[config.mk]
export PLATFORM = sky130hd
export DESIGN_NAME = clarke_sched
export DESIGN_NICKNAME = d
export VERILOG_FILES = /design/src/rtl/clarke_pkg.sv /design/src/rtl/clarke_sched_rr_arbiter.sv /design/src/rtl/clarke_sched.sv
export SDC_FILE = /design/constraint.sdc
export NUM_CORES = 1
export LEC_CHECK = 0
export CAP_MARGIN = 20
export CORE_UTILIZATION = 35
export CTS_CLUSTER_SIZE = 10
export DETAILED_ROUTE_END_ITERATION = 12
export PLACE_DENSITY = 0.73
export RECOVER_POWER = 100
export SLEW_MARGIN = 20
export SYNTH_ARGS = -nofsm -noshare
export SYNTH_HDL_FRONTEND = slang
export SYNTH_SLANG_ARGS = --single-unit
export TNS_END_PERCENT = 5
[constraint.sdc]
create_clock -name clk -period 3.4 [get_ports clk]
set_input_delay 0.68 -clock clk [delete_from_list [all_inputs] [get_ports clk]]
set_output_delay 0.68 -clock clk [all_outputs]
set_load 0.01 [all_outputs]
[src/rtl/clarke_pkg.sv]
// Shared constants and types for the Clarke transform and its scheduler.
// Used by the RTL and by the bench reference model.
package clarke_pkg;

    localparam int CLARKE_D_WIDTH = 18;
    localparam int CLARKE_Q_BITS  = 15;

    // 1/sqrt(3) in Q15
    localparam int ONE_DIV_SQRT3  = 18918;

    typedef enum logic [1:0] {
        IDLE,
        ISSUE,
        WAIT,
        HOLD
    } clarke_sched_state_t;

endpackage

[src/rtl/clarke_sched_rr_arbiter.sv]
// Combinational round-robin arbiter: first request at or after ptr wins.
// Shared by the datapath schedulers (Clarke, Park, SVM).
module rr_arbiter
    import clarke_pkg::*;
#(
    parameter int N    = 4,
    parameter int CH_W = $clog2(N)
) (
    input  logic [N-1:0]    req,
    input  logic [CH_W-1:0] ptr,
    input  logic            en,
    output logic [N-1:0]    gnt,
    output logic [CH_W-1:0] gnt_idx,
    output logic            any
);

    int              w_sum;
    logic [CH_W-1:0] w_k;

    // Scan from ptr with wrap-around and keep the first requester.
    always_comb begin
        gnt     = '0;
        gnt_idx = '0;
        any     = 1'b0;
        w_sum   = 0;
        w_k     = '0;
        for (int i = 0; i < N; i++) begin
            w_sum = int'(ptr) + i;
            if (w_sum >= N) begin
                w_sum = w_sum - N;
            end
            w_k = CH_W'(w_sum);
            if (en && !any && req[w_k]) begin
                gnt[w_k] = 1'b1;
                gnt_idx  = w_k;
                any      = 1'b1;
            end
        end
    end

endmodule

[src/rtl/clarke_sched.sv]
// Round-robin scheduler sharing one Clarke unit among N_CH channels.
// Completion is timed by LAT; the Clarke done flag is not used.
module clarke_sched
    import clarke_pkg::*;
#(
    parameter int D_WIDTH = CLARKE_D_WIDTH,
    parameter int Q_BITS  = CLARKE_Q_BITS,
    parameter int N_CH    = 4,
    parameter int LAT     = 1,
    parameter int CH_W    = $clog2(N_CH)
) (
    input  logic                      clk,
    input  logic                      rstb,
    input  logic [N_CH-1:0]           req_valid,
    output logic [N_CH-1:0]           req_ready,
    input  logic [N_CH*D_WIDTH-1:0]   req_a,
    input  logic [N_CH*D_WIDTH-1:0]   req_b,
    output logic                      cl_start,
    output logic [D_WIDTH-1:0]        cl_a,
    output logic [D_WIDTH-1:0]        cl_b,
    input  logic [D_WIDTH-1:0]        cl_alpha,
    input  logic [D_WIDTH-1:0]        cl_beta,
    output logic                      out_valid,
    input  logic                      out_ready,
    output logic [CH_W-1:0]           out_ch,
    output logic [D_WIDTH-1:0]        out_alpha,
    output logic [D_WIDTH-1:0]        out_beta,
    output logic                      busy
);

    localparam int CNT_W = 3;

    if (N_CH < 2 || N_CH > 16 || LAT < 1 || LAT > 7 ||
        Q_BITS >= D_WIDTH) begin : g_param_chk
        $error("clarke_sched: parameter out of range");
    end

    clarke_sched_state_t r_state;
    clarke_sched_state_t w_next;

    logic [CH_W-1:0]    r_ptr;
    logic [CH_W-1:0]    r_ch;
    logic [D_WIDTH-1:0] r_a;
    logic [D_WIDTH-1:0] r_b;
    logic [CNT_W-1:0]   r_cnt;
    logic               r_out_valid;
    logic [CH_W-1:0]    r_out_ch;
    logic [D_WIDTH-1:0] r_alpha;
    logic [D_WIDTH-1:0] r_beta;

    logic [N_CH-1:0]    w_gnt;
    logic [CH_W-1:0]    w_gnt_idx;
    logic               w_any;
    logic               w_arb_en;
    logic               w_cnt_last;

    // Arbitration only in IDLE and never while reset is held.
    assign w_arb_en   = rstb && (r_state == IDLE);
    assign w_cnt_last = (r_cnt == CNT_W'(1));

    rr_arbiter #(
        .N    (N_CH),
        .CH_W (CH_W)
    ) u_arb (
        .req     (req_valid),
        .ptr     (r_ptr),
        .en      (w_arb_en),
        .gnt     (w_gnt),
        .gnt_idx (w_gnt_idx),
        .any     (w_any)
    );

    // State register.
    always_ff @(posedge clk or negedge rstb) begin
        if (!rstb) begin
            r_state <= IDLE;
        end else begin
            r_state <= w_next;
        end
    end

    // Next-state and handshake/strobe outputs.
    always_comb begin
        w_next    = r_state;
        req_ready = '0;
        cl_start  = 1'b0;
        busy      = (r_state != IDLE);
        unique case (r_state)
            IDLE: begin
                req_ready = w_gnt;
                if (w_any) w_next = ISSUE;
            end
            ISSUE: begin
                cl_start = 1'b1;
                w_next   = WAIT;
            end
            WAIT: begin
                if (w_cnt_last) w_next = HOLD;
            end
            HOLD: begin
                if (out_ready) w_next = IDLE;
            end
            default: w_next = IDLE;
        endcase
    end

    // Latch the granted channel's operands and index.
    always_ff @(posedge clk or negedge rstb) begin
        if (!rstb) begin
            r_a  <= '0;
            r_b  <= '0;
            r_ch <= '0;
        end else if (r_state == IDLE && w_any) begin
            r_a  <= req_a[w_gnt_idx*D_WIDTH +: D_WIDTH];
            r_b  <= req_b[w_gnt_idx*D_WIDTH +: D_WIDTH];
            r_ch <= w_gnt_idx;
        end
    end

    // Latency counter: loaded on issue, counts down while waiting.
    always_ff @(posedge clk or negedge rstb) begin
        if (!rstb) begin
            r_cnt <= '0;
        end else if (r_state == ISSUE) begin
            r_cnt <= CNT_W'(LAT);
        end else if (r_state == WAIT) begin
            r_cnt <= r_cnt - 1'b1;
        end
    end

    // Result capture, hold, and pointer advance on accept.
    always_ff @(posedge clk or negedge rstb) begin
        if (!rstb) begin
            r_out_valid <= 1'b0;
            r_out_ch    <= '0;
            r_alpha     <= '0;
            r_beta      <= '0;
            r_ptr       <= '0;
        end else if (r_state == WAIT && w_cnt_last) begin
            r_out_valid <= 1'b1;
            r_out_ch    <= r_ch;
            r_alpha     <= cl_alpha;
            r_beta      <= cl_beta;
        end else if (r_state == HOLD && out_ready) begin
            r_out_valid <= 1'b0;
            r_ptr       <= (r_ch == CH_W'(N_CH - 1)) ? '0 : r_ch + 1'b1;
        end
    end

    assign cl_a      = r_a;
    assign cl_b      = r_b;
    assign out_valid = r_out_valid;
    assign out_ch    = r_out_ch;
    assign out_alpha = r_alpha;
    assign out_beta  = r_beta;

endmodule
# ---- Word-level counts from Yosys, hierarchy flattened
# Cells that the tools add are included.
dict set report totals {
  memories 0
  wordCells 113
  input_bits 187
  ramBits 0
  mem_bits_ro 0
  ff_bits 84
  output_inout_bits 81
  latch_bits 0
}
dict set report op_classes {
  bitwise 4
  n_lt_le_gt_ge 12
  n_eq_ne 8
  div 0
  shift 2
  n_reduce_logical 24
  mux 43
  multipliers 1
  add_sub_neg 9
}
# op count
set op_table {}
lappend op_table {{indexed part select 72 x 8 -> 18 bit} 2}
lappend op_table {{2-to-1 mux 2 bit} 12}
lappend op_table {{2-to-1 mux 4 bit} 5}
lappend op_table {{logical AND 1 bit} 15}
lappend op_table {{2-to-1 mux 1 bit} 15}
lappend op_table {{less-than comparator 2 x 3 -> 1 bit, second input constant} 4}
lappend op_table {{OR 4 bit} 3}
lappend op_table {{greater-or-equal comparator 3 bit, second input constant} 3}
lappend op_table {{binary-select mux 1 bit (select 2 bit)} 4}
lappend op_table {{demux 1 bit (select 2 bit)} 4}
lappend op_table {{greater-or-equal comparator 2 x 1 -> 1 bit, second input constant} 4}
lappend op_table {{case mux 2 bit (4 select lines)} 1}
lappend op_table {{subtractor 2 x 1 -> 2 bit, second input constant} 4}
lappend op_table {{adder 2 x 2 -> 3 bit, second input constant} 2}
lappend op_table {{== test 2 bit, second input constant} 3}
lappend op_table {{multiplier 2 x 4 -> 6 bit, second input constant} 1}
lappend op_table {{2-to-1 mux 3 bit} 2}
lappend op_table {{!= test 2 bit, second input constant} 3}
lappend op_table {{nonzero test 2 bit} 3}
lappend op_table {{adder 2 x 1 -> 3 bit, second input constant} 1}
lappend op_table {{== test 3 x 1 -> 1 bit, second input constant} 1}
lappend op_table {{greater-or-equal comparator 2 x 3 -> 1 bit, second input constant} 1}
lappend op_table {{logical NOT 1 bit} 3}
lappend op_table {{AND reduction 3 bit} 1}
lappend op_table {{6 further kinds} 6}

# ---- Logic depth before layout (Yosys ltp)
dict set report depth {
  word_depth 20
  depth_mapped 12
  depth_no_buf 8
}

# ---- Cells and area by module
# Synthesis repeated with hierarchy kept, for this count alone.
dict set report hier_totals {
  hier_cells 406
  hier_area_um2 4998.5
}
# mod cells_each n_inst area_per_inst_um2 seq_area_each_um2
set by_module_without_submodules {}
lappend by_module_without_submodules {clarke_sched 340 1 4449.3 2102.0}
lappend by_module_without_submodules {rr_arbiter 66 1 549.3 0.0}

# ---- Worst setup path after synthesis
# OpenSTA, ideal clock, no wires.
dict set report synth_path {
  kind {register to register}
  start {register r_ptr[0]}
  end {register r_a[0], in the netlist cl_a[0]}
  t_required_ps 3274
  path_stages_with_launch 13
  slack_ps -55
  n_path_buf 4
  synth_period_minus_slack_ps 3455
  arrival_time_ps 3329
  setup_time_ps 126
  cell_sequence {dfrtp_1 -> buf_2 -> inv_1 -> ha_1 -> buf_2 -> nor3b_1 -> o21ai_1 -> and2_1 -> buf_6 -> a211oi_4 -> buf_6 -> mux2_1 -> a221o_1}
}
dict set report synth_between {
  elab_chain_len 20
  elab_cells_between_ends 44
  classes_between {add/sub (7); mul (1); order compare (4); shift (1); mux (20); reduce/logical (11)}
}
# element line
set synth_rtl {}
lappend synth_rtl {{start, declared} clarke_sched.sv:41} ;# logic [CH_W-1:0] r_ptr;
lappend synth_rtl {{start signal, assigned} clarke_sched.sv:146} ;# r_ptr <= (r_ch == CH_W'(N_CH - 1)) ? '0 : r_ch + 1'b1;
lappend synth_rtl {{greater-or-equal comparator 2 x 3 -> 1 bit or subtractor 2 x 1 -> 2 bit (tied branches)} {clarke_sched_rr_arbiter.sv:29, clarke_sched_rr_arbiter.sv:30}}
lappend synth_rtl {{2-to-1 mux 2 bit} clarke_sched_rr_arbiter.sv:29} ;# if (w_sum >= N) begin
lappend synth_rtl {{binary-select mux 1 bit (select 2 bit)} clarke_sched_rr_arbiter.sv:33} ;# if (en && !any && req[w_k]) begin
lappend synth_rtl {{2-to-1 mux 1 bit (not written as such)} clarke_sched_rr_arbiter.sv:33}
lappend synth_rtl {{logical AND 1 bit} clarke_sched_rr_arbiter.sv:33}
lappend synth_rtl {{2-to-1 mux 1 bit} clarke_sched_rr_arbiter.sv:33}
lappend synth_rtl {{logical NOT 1 bit} clarke_sched_rr_arbiter.sv:33}
lappend synth_rtl {{logical AND 1 bit (2 in series)} clarke_sched_rr_arbiter.sv:33}
lappend synth_rtl {{2-to-1 mux 1 bit} clarke_sched_rr_arbiter.sv:33}
lappend synth_rtl {{logical NOT 1 bit} clarke_sched_rr_arbiter.sv:33}
lappend synth_rtl {{logical AND 1 bit (2 in series)} clarke_sched_rr_arbiter.sv:33}
lappend synth_rtl {{2-to-1 mux 1 bit} clarke_sched_rr_arbiter.sv:33}
lappend synth_rtl {{logical NOT 1 bit} clarke_sched_rr_arbiter.sv:33}
lappend synth_rtl {{logical AND 1 bit (2 in series)} clarke_sched_rr_arbiter.sv:33}
lappend synth_rtl {{2-to-1 mux 2 bit} clarke_sched_rr_arbiter.sv:33}
lappend synth_rtl {{multiplier 2 x 4 -> 6 bit} clarke_sched.sv:114} ;# r_a <= req_a[w_gnt_idx*D_WIDTH +: D_WIDTH];
lappend synth_rtl {{indexed part select 72 x 8 -> 18 bit} clarke_sched.sv:114}
lappend synth_rtl {{end signal, assigned} clarke_sched.sv:114}
lappend synth_rtl {{end, declared} clarke_sched.sv:43} ;# logic [D_WIDTH-1:0] r_a;
# Parallel ways exist; a longest one is shown, timed or not. The select of a mux whose other input is x is not followed.
# A chain may end at the register's enable or synchronous reset.

# ---- Final worst setup path
dict set report layout_path {
  start {input req_valid[0]}
  end {register r_b[2], in the netlist cl_b[2]}
}
dict set report layout_between {
  elab_chain_len 18
  elab_cells_between_ends 29
  classes_between {mul (1); shift (1); mux (16); reduce/logical (11)}
}
# element line
set layout_rtl {}
lappend layout_rtl {{start, declared} clarke_sched.sv:14} ;# input logic [N_CH-1:0] req_valid,
lappend layout_rtl {{binary-select mux 1 bit (select 2 bit)} clarke_sched_rr_arbiter.sv:33}
lappend layout_rtl {{2-to-1 mux 1 bit (not written as such)} clarke_sched_rr_arbiter.sv:33}
lappend layout_rtl {{logical AND 1 bit} clarke_sched_rr_arbiter.sv:33}
lappend layout_rtl {{2-to-1 mux 1 bit} clarke_sched_rr_arbiter.sv:33}
lappend layout_rtl {{logical NOT 1 bit} clarke_sched_rr_arbiter.sv:33}
lappend layout_rtl {{logical AND 1 bit (2 in series)} clarke_sched_rr_arbiter.sv:33}
lappend layout_rtl {{2-to-1 mux 1 bit} clarke_sched_rr_arbiter.sv:33}
lappend layout_rtl {{logical NOT 1 bit} clarke_sched_rr_arbiter.sv:33}
lappend layout_rtl {{logical AND 1 bit (2 in series)} clarke_sched_rr_arbiter.sv:33}
lappend layout_rtl {{2-to-1 mux 1 bit} clarke_sched_rr_arbiter.sv:33}
lappend layout_rtl {{logical NOT 1 bit} clarke_sched_rr_arbiter.sv:33}
lappend layout_rtl {{logical AND 1 bit (2 in series)} clarke_sched_rr_arbiter.sv:33}
lappend layout_rtl {{2-to-1 mux 2 bit} clarke_sched_rr_arbiter.sv:33}
lappend layout_rtl {{multiplier 2 x 4 -> 6 bit} clarke_sched.sv:115} ;# r_b <= req_b[w_gnt_idx*D_WIDTH +: D_WIDTH];
lappend layout_rtl {{indexed part select 72 x 8 -> 18 bit} clarke_sched.sv:115}
lappend layout_rtl {{end signal, assigned} clarke_sched.sv:115}
lappend layout_rtl {{end, declared} clarke_sched.sv:44} ;# logic [D_WIDTH-1:0] r_b;
# Parallel ways exist; a longest one is shown, timed or not. The select of a mux whose other input is x is not followed.

==> impl_results.md <==
* Outcome: finished, violations left
* Failing checks: max-capacitance violations, max-slew violations
* Vias post-DR at 6472
* Worst setup EP type: flip-flop
* Core box area at 16820 um^2
* FP Rows at 47
* Total gr overflow at 0
* Core Util, Final at ~57%
* Post-route ant nets at 0
* Detailed Place HPWL at around 15000 um
* Drt pass-1 iters at 5
* Worst skew pair latency at roughly 0.35 ns
* Die area at ~18000 um^2
* Reg2reg path depth at 10
* Maximum vdd drop at around 0.42 mV
* Fin. max-slew vios at just over 70
* Syn Nets at about 860
* Synth-to-Final Area Change at 55.87%
* Initial DRC Count at 350
* PortBufs at roughly 270
* CTS root buf: clkbuf_16
* Main synth FF type: dfrtp_1
* Commonest cells in the netlist: dfrtp_1 (84), nor2_1 (83), clkbuf_1 (61), mux2_2 (51)
* Required time worst endpoint at 3.63 ns
* DRC errors left at 0
* Final setup viols at 0
* Max-capacitance violation count at 2
* Top cell type's share of synthesized area at roughly a third
* FFs w/ async S/R, synth at 100.0%
* Max Clock Skew at around 0.011 ns
* Layout cell share with drive strength beyond 1 at a little over an eighth
* Post-layout min period at 3.266 ns
* Startpoint Class: primary input
* Initial antenna violation count at 3
* Setup WS pre-CTS at -0.1323 ns
* Reg clk slew, reported paths at 0.07 ns
* Mapped Cells at 658
* Crit Path Max Fanout at 6
* Number of synthesized flops with an enable pin at 0
* Metal2 WL at 10260 um
* CP arrival at approximately 3.5 ns
* Hold Path Class: flip-flop to flip-flop
* Clock Path Buffers at 2
* H-tree depth at 3
* Yosys warnings at 0
* Worst slew margin at -38.03%
* All-Layer GR Usage at about a quarter
* Fmax at ~310 MHz
* Largest net degree at the start of global routing at approximately 100
* WL/cell at about 19 um
* Mapped Area at between 6000 and 7000 um^2
* Synth Area per Inst at just over 9 um^2
* PD cells at approximately 760 nW/um^2
* Vias in the first global route at 6392
* Post-synth cell types at 43
* Aggregate routed wire length at 21410 um
* Metal3 WL at roughly 2000 um
* Clock sinks at 84
* TritonCTS clock tree: yes
* Hold Slack at slightly below 0.5 ns
* Nets at 1109
* Leakage at between 0.003 and 0.004 uW
* WHS Path Cells at 2
* Total power at roughly 7300 uW
* Starting Density at between 30% and 40%
* Worst slew pin tran at 2.070 ns
* Final hold violation count at 0
* Vias per inst at around 5.7
* Tcrit/Tclk final at roughly 96%
* Synth top area cells: dfrtp_1 (34%), mux2_2 (9.4%), a221o_1 (5.9%), mux2_1 (5.4%), o41ai_1 (5.3%)
* Count leader, synth: dfrtp_1
* DRT met1 WL at between 8000 and 9000 um
* Critical path type: primary input to flip-flop
* Placer congestion estimate at between 0.8 and 0.9
* # IOs at 268
* Die Span Y at 134.0 um
* Global-route wire length before repair at 33410 um
* Post-synth top area cell: dfrtp_1
* Uppermost layer routed: met4
* Number of synthesized register bits at between 80 and 90
* Register area share after synthesis at 34.45%
* Final worst slack at between 0.1 and 0.15 ns
* Number of fill cells at ~1500
* Hold-fix buffer count after cts at 0
* RSZ-0062 raised after global routing: false
* CTS Buf Count at 9
* Chip Width at roughly 130 um
cell families after synthesis:
| kind of cell | after synthesis | share of synthesized area [%] |
|---|---|---|
| adders and majority gates | 16 | 3.281 |
| AOI/OAI and AO/OA | 171 | 21.92 |
| muxes | 84 | 15.83 |
| buffers and inverters | 80 | 5.495 |
| and+or+nand+nor | 223 | 19.03 |
| DFF | 84 | 34.45 |
critical path, stage by stage:
cell and delay, ns:
clkdlybuf4s50_1 0.49, mux4_2 0.49, nand2b_2 0.27, and2_1 0.23
a211oi_4 0.32, clkbuf_2 0.31, mux2_1 0.39, a221o_1 0.32
cell usage in the layout, fill, tap and decap left out, types with 2 or more instances in the layout:
master,n
a21o_1,2
a21oi_1,2
a221o_1,36
a22oi_1,8
a31oi_1,2
and2_1,2
buf_12,6
buf_4,26
clkbuf_1,7
clkbuf_16,9
clkbuf_2,2
clkdlybuf4s50_1,182
clkinvlp_4,3
dfrtp_1,83
diode_2,3
dlygate4sd2_1,3
dlygate4sd3_1,78
dlymetal6s2s_1,3
ha_1,15
inv_1,8
mux2_1,29
mux2_2,50
mux4_2,2
nand2_1,13
nand2b_1,2
nand3_1,37
nor2_1,81
nor2_4,2
nor3_1,38
nor4b_1,36
o211ai_1,36
o21ai_0,38
o21ai_4,2
o41ai_1,37
power breakdown:
group / leakage [uW] / internal [uW] / switching, uW
logic: 0.00260 / 2180 / 2270
clock network: 0.000137 / 578 / 452
registers: 0.00101 / 1510 / 268
total: 0.00375 / 4270 / 2990
stage by stage:
step | instances | TNS (ns) | cell area (um^2)
3_3_place_gp | 1114 | -0.3654 | 9190
6_report | 1134 | 0 | 9512
3_5_place_dp | 1114 | -2.949 | 9190
2_1_floorplan | 658 | 0 | 6105
4_1_cts | 1130 | -0.08920 | 9508
5_1_grt | 1134 | 0 | 9512
area by class of cell:
| type | instances | area [um^2] | area share, % |
|---|---|---|---|
| diodes | 3 | 7.507 | 0.07893 |
| clock buffers | 10 | 229.0 | 2.407 |
| clock inverters | 6 | 72.57 | 0.7630 |
| inverters | 9 | 33.78 | 0.3552 |
| multi-input cells | 494 | 3755 | 39.48 |
| flip-flops and latches | 84 | 2106 | 22.14 |
| well taps | 220 | 275.3 | 2.894 |
| repair buffers | 308 | 3033 | 31.89 |
state kept, by name (all words and copies together) (netlist names):
signal and flops:
out_valid 1, cl_a 18, out_alpha 18, out_ch 2, r_ch 2, out_beta 18
r_ptr 2, r_state 2, r_cnt 3, cl_b 18
layer usage:
layer / up-vias / track usage [%]
li1: 3054 / -
met1: 3094 / 27.79
met5: - / 0
met4: 0 / 9.613
met3: 27 / 6.954
met2: 297 / 39.67
repair_timing:
item                       CTS  global route
gates resized for setup      6             9
pin swaps                    1             1
buffers inserted             0             1
cloned                       0             0
setup endpoints to repair    4             1
path summary, 6_finish.rpt:
check                        startpoint           end  slack (ns)
setup / recovery           req_valid[0]       cl_b[2]        0.13
hold / removal                out_valid     out_valid        0.48
setup reg to reg               r_ptr[0]       cl_b[2]        0.29
hold reg to reg               out_valid     out_valid        0.48
max in group asynchronous          rstb       cl_b[9]        0.54
min in group asynchronous          rstb  out_alpha[6]        1.10
No activity file was read; power rests on OpenSTA's default activity.
